File: src/rtl/led_pwm_fader.sv
// PWM LED output stage: linearly fades brightness between off and full-on
// following an enable/target request, with busy/done ramp status.
module led_pwm_fader #(
    parameter int unsigned PWM_BITS    = 8,
    parameter int unsigned STEP_CYCLES = 97_656
) (
    input  logic                CLK,
    input  logic                RST_N,
    input  logic                enable,
    input  logic                target,
    output logic [PWM_BITS-1:0] level,
    output logic                pwm_out,
    output logic                busy,
    output logic                done
);

    localparam int unsigned STEP_W = (STEP_CYCLES > 1) ? $clog2(STEP_CYCLES) : 1;
    localparam logic [PWM_BITS-1:0] MAX_LEVEL = '1;
    localparam logic [PWM_BITS-1:0] PWM_LAST  = MAX_LEVEL - PWM_BITS'(1);
    localparam logic [STEP_W-1:0]   STEP_LAST = STEP_W'(STEP_CYCLES - 1);

    typedef enum logic [1:0] {
        S_OFF       = 2'd0,
        S_RAMP_UP   = 2'd1,
        S_ON        = 2'd2,
        S_RAMP_DOWN = 2'd3
    } state_e;

    state_e              state_q;
    logic [PWM_BITS-1:0] level_q;
    logic [PWM_BITS-1:0] pwm_cnt_q;
    logic [STEP_W-1:0]   step_cnt_q;
    logic                pwm_out_q;
    logic                busy_q;
    logic                done_q;

    logic go_c;
    logic step_tc_c;

    assign go_c      = enable & target;
    assign step_tc_c = (step_cnt_q == STEP_LAST);

    // A direction change always wins over a coincident terminal step.
    always_ff @(posedge CLK or negedge RST_N) begin
        if (!RST_N) begin
            state_q    <= S_OFF;
            level_q    <= '0;
            pwm_cnt_q  <= '0;
            step_cnt_q <= '0;
            pwm_out_q  <= 1'b0;
            busy_q     <= 1'b0;
            done_q     <= 1'b0;
        end else begin
            pwm_cnt_q <= (pwm_cnt_q == PWM_LAST) ? '0 : pwm_cnt_q + PWM_BITS'(1);
            pwm_out_q <= (pwm_cnt_q < level_q);
            done_q    <= 1'b0;

            case (state_q)
                S_OFF: begin
                    if (go_c) begin
                        state_q    <= S_RAMP_UP;
                        busy_q     <= 1'b1;
                        step_cnt_q <= '0;
                    end
                end
                S_ON: begin
                    if (!go_c) begin
                        state_q    <= S_RAMP_DOWN;
                        busy_q     <= 1'b1;
                        step_cnt_q <= '0;
                    end
                end
                S_RAMP_UP: begin
                    if (!go_c) begin
                        state_q    <= S_RAMP_DOWN;
                        step_cnt_q <= '0;
                    end else if (step_tc_c) begin
                        step_cnt_q <= '0;
                        if (level_q != MAX_LEVEL) begin
                            level_q <= level_q + PWM_BITS'(1);
                        end
                        if (level_q >= PWM_LAST) begin
                            state_q <= S_ON;
                            busy_q  <= 1'b0;
                            done_q  <= 1'b1;
                        end
                    end else begin
                        step_cnt_q <= step_cnt_q + STEP_W'(1);
                    end
                end
                S_RAMP_DOWN: begin
                    if (go_c) begin
                        state_q    <= S_RAMP_UP;
                        step_cnt_q <= '0;
                    end else if (step_tc_c) begin
                        step_cnt_q <= '0;
                        if (level_q != '0) begin
                            level_q <= level_q - PWM_BITS'(1);
                        end
                        if (level_q <= PWM_BITS'(1)) begin
                            state_q <= S_OFF;
                            busy_q  <= 1'b0;
                            done_q  <= 1'b1;
                        end
                    end else begin
                        step_cnt_q <= step_cnt_q + STEP_W'(1);
                    end
                end
                default: begin
                    state_q <= S_OFF;
                    busy_q  <= 1'b0;
                end
            endcase
        end
    end

    assign level   = level_q;
    assign pwm_out = pwm_out_q;
    assign busy    = busy_q;
    assign done    = done_q;

endmodule
File: config.mk
export PLATFORM = sky130hd
export DESIGN_NAME = led_pwm_fader
export DESIGN_NICKNAME = d
export VERILOG_FILES = /design/src/rtl/led_pwm_fader.sv
export SDC_FILE = /design/constraint.sdc
export NUM_CORES = 1
export LEC_CHECK = 0
export BUFFER_PORTS_ARGS = -buffer_cell sky130_fd_sc_hd__buf_2
export CAP_MARGIN = 40
export CORE_AREA = 2 2 66 68
export DETAILED_ROUTE_END_ITERATION = 10
export DIE_AREA = 0 0 68 70
export PLACE_DENSITY = 0.78
export SYNTH_ARGS = -nofsm -noshare
export SYNTH_HDL_FRONTEND = slang
export SYNTH_SLANG_ARGS = --single-unit
File: constraint.sdc
create_clock -name CLK -period 4.05 [get_ports CLK]
set_clock_uncertainty 0.15 [all_clocks]
set_input_delay 0.405 -clock CLK [delete_from_list [all_inputs] [get_ports CLK]]
set_output_delay 0.405 -clock CLK [all_outputs]
set_load 0.01 [all_outputs]
=== Word-level counts from Yosys, hierarchy flattened ===
Index checks and enable logic that the tools add are counted.

* Input port bits: 4
* Register bits after elaboration: 38

* Bitwise gates (word level): 1
* Muxes and demuxes: 39
* $add $sub $neg: 4
* Order comparisons: 3
* Reduce and logical (&&, ||, !) cells: 7
* Eq/ne operators: 20

{| class="wikitable"
|+ Operators by type and width
! cell !! count
|-
| $mux 17 || 5
|-
| $pmux 17 s4 || 1
|-
| $mux 8 || 7
|-
| $ne 2x2->1 const B || 10
|-
| $add 17x1->17 const B || 1
|-
| $eq 17x17->1 const B || 1
|-
| $add 8x1->8 const B || 2
|-
| $mux 2 || 8
|-
| $pmux 8 s2 || 1
|-
| $mux 1 || 14
|-
| $ne 3x3->1 const B || 4
|-
| $eq 8x8->1 const B || 1
|-
| $ge 8x8->1 const B || 1
|-
| $le 8x1->1 const B || 1
|-
| $lt 8x8->1 || 1
|-
| $ne 8x8->1 const B || 1
|-
| $pmux 2 s4 || 1
|-
| $reduce_and 8->1 || 1
|-
| $reduce_bool 8->1 || 1
|-
| $sub 8x1->8 const B || 1
|-
| $reduce_and 7->1 || 1
|-
| $reduce_and 6->1 || 1
|-
| $eq 2x2->1 const B || 2
|-
| $pmux 1 s4 || 1
|-
| other kinds (6) || 6
|}

=== Longest topological paths before layout ===
Gate-level depths: netlist of the first run.

* Word-level depth: 5
* Gate-level depth with buffers: 8
* Depth with buffers taken out: 7

=== Worst setup path before layout of the first run ===
OpenSTA, ideal clock, no wires.

* Path type: register to register
* Start: reg level_q[3], in the netlist level[3]
* End: reg state_q[1]
* Arrival time: 1.984 ns
* Setup slack: 1.791 ns
* Library setup time: 0.125 ns
* Stages on the path, launching flop included: 6
* Cell sequence: dfrtp_1 or4_1 o41ai_1 a22oi_1 nor2_1 mux2_2

* Word-level cells in the longest chain between the ends: 3
* Elaborated cells between the ends (all ways): 5

{| class="wikitable"
|+ RTL lines
! item !! line !! text
|-
| start, declared || 30 || <nowiki>logic [PWM_BITS-1:0] level_q;</nowiki>
|-
| start signal, assigned || 80 || <nowiki>level_q <= level_q + PWM_BITS'(1);</nowiki>
|-
| start signal, assigned || 98 || <nowiki>level_q <= level_q - PWM_BITS'(1);</nowiki>
|-
| $ge 8x8->1 / $le 8x1->1 (equally long branches) || 82, 100 ||
|-
| $ne 3x3->1 (no line) || n/a ||
|-
| $reduce_and 6->1 (no line) * || n/a ||
|-
| end signal, assigned || 83 || <nowiki>state_q <= S_ON;</nowiki>
|-
| end signal, assigned || 93 || <nowiki>state_q <= S_RAMP_UP;</nowiki>
|-
| end signal, assigned || 101 || <nowiki>state_q <= S_OFF;</nowiki>
|-
| end, declared || 29 || <nowiki>state_e state_q;</nowiki>
|}

Every way passes the cells marked *; elsewhere a longest branch is shown, timed or not.
A chain may end at the register's enable or synchronous reset.

=== Worst setup path after layout of the first run ===
* Start: reg step_cnt_q[0]
* End: reg step_cnt_q[3]

* Word-level cells in the longest chain between the ends: 4
* Elaborated cells between the ends (all ways): 6

{| class="wikitable"
|+ RTL lines
! item !! line !! text
|-
| start, declared || 32 || <nowiki>logic [STEP_W-1:0] step_cnt_q;</nowiki>
|-
| start signal, assigned || 88 || <nowiki>step_cnt_q <= step_cnt_q + STEP_W'(1);</nowiki>
|-
| start signal, assigned || 106 || <nowiki>step_cnt_q <= step_cnt_q + STEP_W'(1);</nowiki>
|-
| $add 17x1->17 / $eq 17x17->1 (equally long branches) || 88, 106, 41 ||
|-
| $mux 17 * || 77, 95 ||
|-
| $mux 17, on equally long branches || 92, 74 ||
|-
| $pmux 17 s4 * || 58 || <nowiki>case (state_q)</nowiki>
|}

Marked as above.

==> reports/metrics.yaml, run 1 <==
holdPathStages: 1
final.period_utilization_pct: 67.8
relSlewSlack_pct: 41.7
outcome: "complete, no violations"
dr.pass1.iters: 4
drc: 0
setup_tns_ps: 0
p_leak_nw: 1.14
synth.cell_area_mm2: 0.00237
grt_usage_pct: 22.6
sw_frac_of_total_pct: 33.8
timing.final.ws_setup_ps: 1300
drv_slew: 0
r2r-end: "step_cnt_q[3]"
cp-end-kind: "register"
ys_seq_area_share_pct: 40.0
rows: 24
syn-mean-instance-area_um2: 9.20
detail_route.iter0.violations: 147
arrival_ps: 2730
routabilityCongestion: 0.856
dpl-instance-area_mm2: 0.00250
htree_levels: 2
netlist_instances: 258
layout_commonest_cell: "nor2_1"
die_area_mm2: 0.00476
clockBufferDepth: 2
synth-seq-cells: 38
clkLatencyLatePin_ps: 290
cts.sinks: 38
grt_first_pass_wirelength_um: 8420
p_seq_share_pct: 41.0
cts_setup_buffers: 0
endpoint: "step_cnt_q[3]"
routedWlPerCell_um: 14.5
ir_drop_mv: 0.344
ios: 15
grt_pass1_vias: 1874
switching_power_uw: 347
power.density_mw_per_mm2: 392
root_buffer: "clkbuf_8"
p_comb_share_pct: 29.2
final_cells: 329
crit_fanout: 13
area_delta_synth_final_pct: 10.4
antenna_cells: 0
grt_overflow: 0
final.min_clock_period_ps: 2750
numCtsBuffers: 5
cap_violations: 0
fmax_mhz: 364
reg2reg_from: "step_cnt_q[0]"
syn_nets: 282
hpwl_um: 3430
setup_viol: 0
routed_wl_um: 4790
synth_cell_types: 47
pre_cts_slack_ps: 1360
final_layout_size_suffix_gt1_share_pct: 10.1
path_class: "register to register"
drt-vias-per-instance: 5.79
synthFlopType: "dfrtp_1"
rsz0062_at_grt: "false"
layout_common_cells: "nor2_1 (40), dfrtp_1 (38), xnor2_1 (22)"
r2r_setup_slack_ps: 1300
power.clock.fraction_pct: 29.8
placed_cells: 320
synth_edf_count: 0
layout.nets: 300
hold_viol_final: 0
num_vias: 1906
die_x_um: 68
final_util_pct: 63.3
final_cell_area_mm2: 0.00262
fp.dieH_um: 70
antenna_found_initial: 0
grt_max_degree: 29
cts.repair.resized: 0
internal-power_uw: 681
fillers: 344
ant_nets: 0
coreArea_mm2: 0.00414
critPathLaunch: "step_cnt_q[0]"
hold_path_class: "register to register"
tritoncts: "yes"
worstSetupStartpointType: "register"
tightest_slew_ps: 871
holdBufCountCts: 1
synth-async-reset-ratio_pct: 100
clk_pin_slew_ps: 70
r2r_cells: 6
ys_warn_count: 0
crit_required_ps: 4040
numPortBuffers: 14
initial_core_util_pct: 57.3
worst min-delay path by stage:
stage | endpoint | start
final | busy | busy
after global routing | busy | busy
after floorplan | busy | RST_N
after CTS | step_cnt_q[1] | step_cnt_q[1]
after global placement | busy | busy
after detailed placement | step_cnt_q[4] | RST_N
kinds of logic (layout without fill, tap and decap cells):
logic type                 Yosys count  after routing  synth area share (%)
xor gates and xnor gates            26             26                  9.59
buffers and inverters               23             42                  4.00
adders and majority gates           20             20                  10.5
DFF                                 38             38                  40.0
muxes                                3              3                  1.37
and+or+nand+nor                    112            112                  24.3
AOI/OAI and AO/OA                   36             36                  10.2
metrics by stage:
| step | hold slack (ps) | total power [mW] |
|---|---|---|
| floorplan | -40.6 | 0.660 |
| global placement | 332 | 0.720 |
| detailed placement | 150 | 0.725 |
| finish | 361 | 1.03 |
| CTS | 363 | 1.03 |
| global route | 374 | 1.09 |
metal layers:
layer	track usage, %	share of wire, %	routed length, um	vias to the layer above
met5	0	0	0	-
met4	6.67	1.1	55	0
met3	5.64	3.9	186	8
met2	35.1	47	2260	28
met1	31.2	48	2280	929
li1	-	-	-	941
cell usage after synthesis (2+ instances only):
library cell / count / share of area (%)
nand4_1: 6 / 1.6
mux2_2: 2 / 0.95
nand4b_1: 2 / 0.74
ha_1: 20 / 11
a22o_1: 2 / 0.74
nor2b_1: 2 / 0.53
dfrtp_1: 38 / 40
or4_1: 2 / 0.63
nand3_1: 12 / 2.5
a21boi_0: 2 / 0.63
nor3_1: 6 / 1.3
inv_1: 18 / 2.8
o21a_1: 3 / 0.95
nand2_1: 18 / 2.8
xnor2_1: 22 / 8.1
xor2_1: 4 / 1.5
o21ai_0: 7 / 1.5
a31oi_1: 2 / 0.53
or3_1: 2 / 0.53
nor4_1: 12 / 3.2
nor2_1: 40 / 6.3
a21oi_1: 7 / 1.5
o31ai_1: 3 / 0.95
nand2b_1: 2 / 0.53
clkbuf_1: 2 / 0.32
power by group through the flow:
stage / combinational, mW / sequential, mW / clock, mW
after global routing: 0.340 / 0.424 / 0.328
after floorplan: 0.233 / 0.427 / 0
final: 0.300 / 0.421 / 0.307
after global placement: 0.292 / 0.428 / 0
after CTS: 0.300 / 0.421 / 0.309
after detailed placement: 0.297 / 0.428 / 0
worst max-delay path, cell delays in order (launching register included):
cell     delay [ps]
dfrtp_1         390
ha_1            270
nand4_1         120
nor4_1          580
nor2_1          240
nor2_1          710
nor2_1          130
cell type report:
class | instances | area, um^2 | share of cell area, %
well taps | 52 | 65.1 | 2.48
inverters | 18 | 67.6 | 2.58
flip-flops and latches | 38 | 951 | 36.3
multi-input cells | 197 | 1330 | 50.7
clock buffers | 8 | 110 | 4.20
repair buffers | 16 | 100 | 3.82
flip-flops by register name, summed over array words and instances (netlist names):
register / cells
busy: 1
done: 1
level: 8
pwm_cnt_q: 8
pwm_out: 1
state_q: 2
step_cnt_q: 17
No activity file was read; power rests on OpenSTA's default activity.
==> run 2, diff against run 1 <==
==> config.mk (replaced) <==
export PLATFORM = sky130hd
export DESIGN_NAME = led_pwm_fader
export DESIGN_NICKNAME = d
export VERILOG_FILES = /design/src/rtl/led_pwm_fader.sv
export SDC_FILE = /design/constraint.sdc
export NUM_CORES = 1
export LEC_CHECK = 0
export ABC_AREA = 1
export BUFFER_PORTS_ARGS = -buffer_cell sky130_fd_sc_hd__buf_2
export CAP_MARGIN = 40
export CORE_AREA = 2 2 73 75
export DETAILED_ROUTE_END_ITERATION = 10
export DIE_AREA = 0 0 75 77
export PLACE_DENSITY = 0.76
export SYNTH_ARGS = -nofsm -noshare
export SYNTH_HDL_FRONTEND = slang
export SYNTH_SLANG_ARGS = --single-unit
==> constraint.sdc (replaced) <==
create_clock -name CLK -period 2.75 [get_ports CLK]
set_clock_uncertainty 0.15 [all_clocks]
set_input_delay 0.275 -clock CLK [delete_from_list [all_inputs] [get_ports CLK]]
set_output_delay 0.275 -clock CLK [all_outputs]
set_load 0.01 [all_outputs]
==> run 2 against run 1 <==
Effect of this change:
- combinational power grew to 4.0 times the previous value
- sequential power rose by 83%
- die area rose by 21%
- fmax is 32% higher
- highest routed layer unchanged
- sequential share of layout area is 6.1 points lower
- core utilization hardly changed
- count of clock-buffer cells in the layout is 3 lower
- non-clock buffer count grew 1
- synthesized cell count increased by 59%
- critical path depth is 1 lower
- worst setup slack worse by 630 ps
- clock power up 56%
==> reports/metrics.yaml, run 2 <==
ir_drop_mv: 0.651
ys_seq_area_share_pct: 33.0
outcome: "complete, no violations"
switching_power_mw: 1.12
synthFlopType: "dfrtp_1"
clkLatencyLatePin_ps: 300
rows: 26
die_area_mm2: 0.00578
syn_nets: 435
ios: 15
setup_viol: 0
sw_frac_of_total_pct: 45.8
routed_wl_um: 5620
path_class: "register to register"
drt-vias-per-instance: 4.99
met1_usage_pct: 27.7
layout_commonest_cell: "nand2_1"
clockBufferDepth: 2
antenna_found_initial: 0
htree_levels: 2
coreArea_mm2: 0.00498
setup_tns_ps: 0
numCtsBuffers: 5
crit_path_top_delay_cell: "o21ai_0"
root_buffer: "clkbuf_8"
tightest_slew_ps: 624
largest_reg_flops: 17
grt_pass1_vias: 2407
fillers: 488
cp-end-kind: "register"
routedWlPerCell_um: 11.2
grt_max_degree: 33
synth_common_cells: "nand2_1 (123), inv_1 (52), nor2_1 (45)"
num_vias: 2493
cts.sinks: 38
crit_fanout: 19
grt_overflow: 0
dr.pass1.iters: 4
synth_edf_count: 0
area_delta_synth_final_pct: 9.15
arrival_ps: 2120
synth.top_cell.area_share_pct: 33.0
rsz0062_at_grt: "false"
slowest_delay_ps: 490
relSlewSlack_pct: 58.4
power.clock.fraction_pct: 19.5
syn-mean-instance-area_um2: 7.02
final_cells: 500
internal-power_mw: 1.33
initial_core_util_pct: 57.9
detail_route.iter0.violations: 86
p_leak_nw: 1.76
synth_cell_types: 34
critPathLaunch: "state_q[0]"
antenna_cells: 0
drc: 0
use_met2_pct: 39.0
final.min_clock_period_ps: 2080
ant_nets: 0
layout.nets: 453
crit_required_ps: 2790
grt.busiest_layer: "met2"
p_seq_share_pct: 31.3
p_total_mw: 2.46
yosys-top-cells-area: "dfrtp_1 (33%), nand2_1 (16%), ha_1 (8.7%), inv_1 (6.8%), nor2_1 (5.9%)"
cap_violations: 0
numPortBuffers: 14
hpwl_um: 4360
routabilityCongestion: 0.834
met3_usage_pct: 4.47
final.period_utilization_pct: 75.5
yosysMostFrequentCell: "nand2_1"
synth-async-reset-ratio_pct: 100
synth-seq-cells: 38
tritoncts: "yes"
cp_cell_sequence: "ha_1, o21ai_0, nand2_4, o21ai_0, nand2_1"
reg2reg_from: "state_q[0]"
hold_path_class: "primary input to async pin"
synth.cell_area_mm2: 0.00288
grt_first_pass_wirelength_um: 10300
layout_common_cells: "nand2_1 (123), inv_1 (52), nor2_1 (45)"
top_register: "step_cnt_q"
fmax_mhz: 482
netlist_instances: 411
power.density_mw_per_mm2: 780
final_util_pct: 63.2
grt_usage_pct: 22.6
drv_slew: 0
hold_viol_final: 0
p_comb_share_pct: 49.2
clk_pin_slew_ps: 80
synth_area_leader_cell: "dfrtp_1"
path_common_cell: "o21ai_0"
worstSetupStartpointType: "register"
die_x_um: 75
ys_warn_count: 0
placed_cells: 491
fp.dieH_um: 77
final_layout_size_suffix_gt1_share_pct: 12.1
## run 2: cell types whose count changed in the layout (fill, tap and decap cells not counted), moves of 7 or more
cell and delta:
inv_1 +34, nand2_1 +105, nand2_2 +7, nand3_1 +15, nor4_1 -11, o21ai_0 +13, xnor2_1 -20, xor2_1 +13
## run 2: critical path, delay by kind of cell (launching register included)
kind / cells / cell delay (ps)
adder cells (fa/ha/maj): 1 / 440
AND/OR/NAND/NOR: 2 / 240
flip-flops: 1 / 430
AO/OA/AOI/OAI: 2 / 690
## run 2: final cells by class
type | instances | area, um^2 | area share, %
flip-flops and latches | 38 | 951 | 30.2
well taps | 70 | 87.6 | 2.78
repair buffers | 17 | 108 | 3.42
clock buffers | 5 | 68.8 | 2.19
clock inverters | 3 | 40.0 | 1.27
multi-input cells | 307 | 1670 | 52.9
inverters | 60 | 226 | 7.19
## run 2: final timing paths
check	endpoint	slack, ps	depth (start not counted)
max in group asynchronous	pwm_out	1840	3
min in group CLK	pwm_cnt_q[0]	320	1
worst max-delay path	level[1]	670	5
worst min-delay path	step_cnt_q[9]	190	2
worst min register to register	pwm_cnt_q[0]	320	1
worst max register to register	level[1]	670	5
## run 2: per-stage QoR
stage	setup WS (ps)	area, um^2	hold slack, ps
after floorplan	1050	2880	-171
after global placement	757	3010	284
after detailed placement	690	3030	-21.1
after CTS	660	3150	189
after global routing	463	3150	207
final	673	3150	192
## run 2: power by group through the flow
stage                     Sequential (mW)  Combinational (mW)  Clock (mW)
after floorplan                     0.763               0.960           0
after global placement              0.779                1.20           0
final                               0.769                1.21       0.478
after CTS                           0.770                1.22       0.486
after global routing                0.787                1.40       0.515
after detailed placement            0.781                1.22           0
## run 2: cell families after synthesis
kind of cell	after synthesis	synth area share, %
DFF	38	33.0
AOI/OAI and AO/OA	36	6.81
buffers and inverters	66	9.24
adders and majority gates	20	8.68
and+or+nand+nor	232	36.5
xor gates and xnor gates	19	5.77
## run 2: layer usage
layer / vias to the layer above / wire length [um]
li1: 1312 / -
met1: 1147 / 2520
met2: 27 / 2880
met3: 7 / 158
met4: 0 / 70
met5: - / 0
## run 2: what timing repair did
action	CTS	global route
hold buffers	1	0
hold endpoints to repair	38	0
setup buffers	0	0
gates resized for setup	0	0
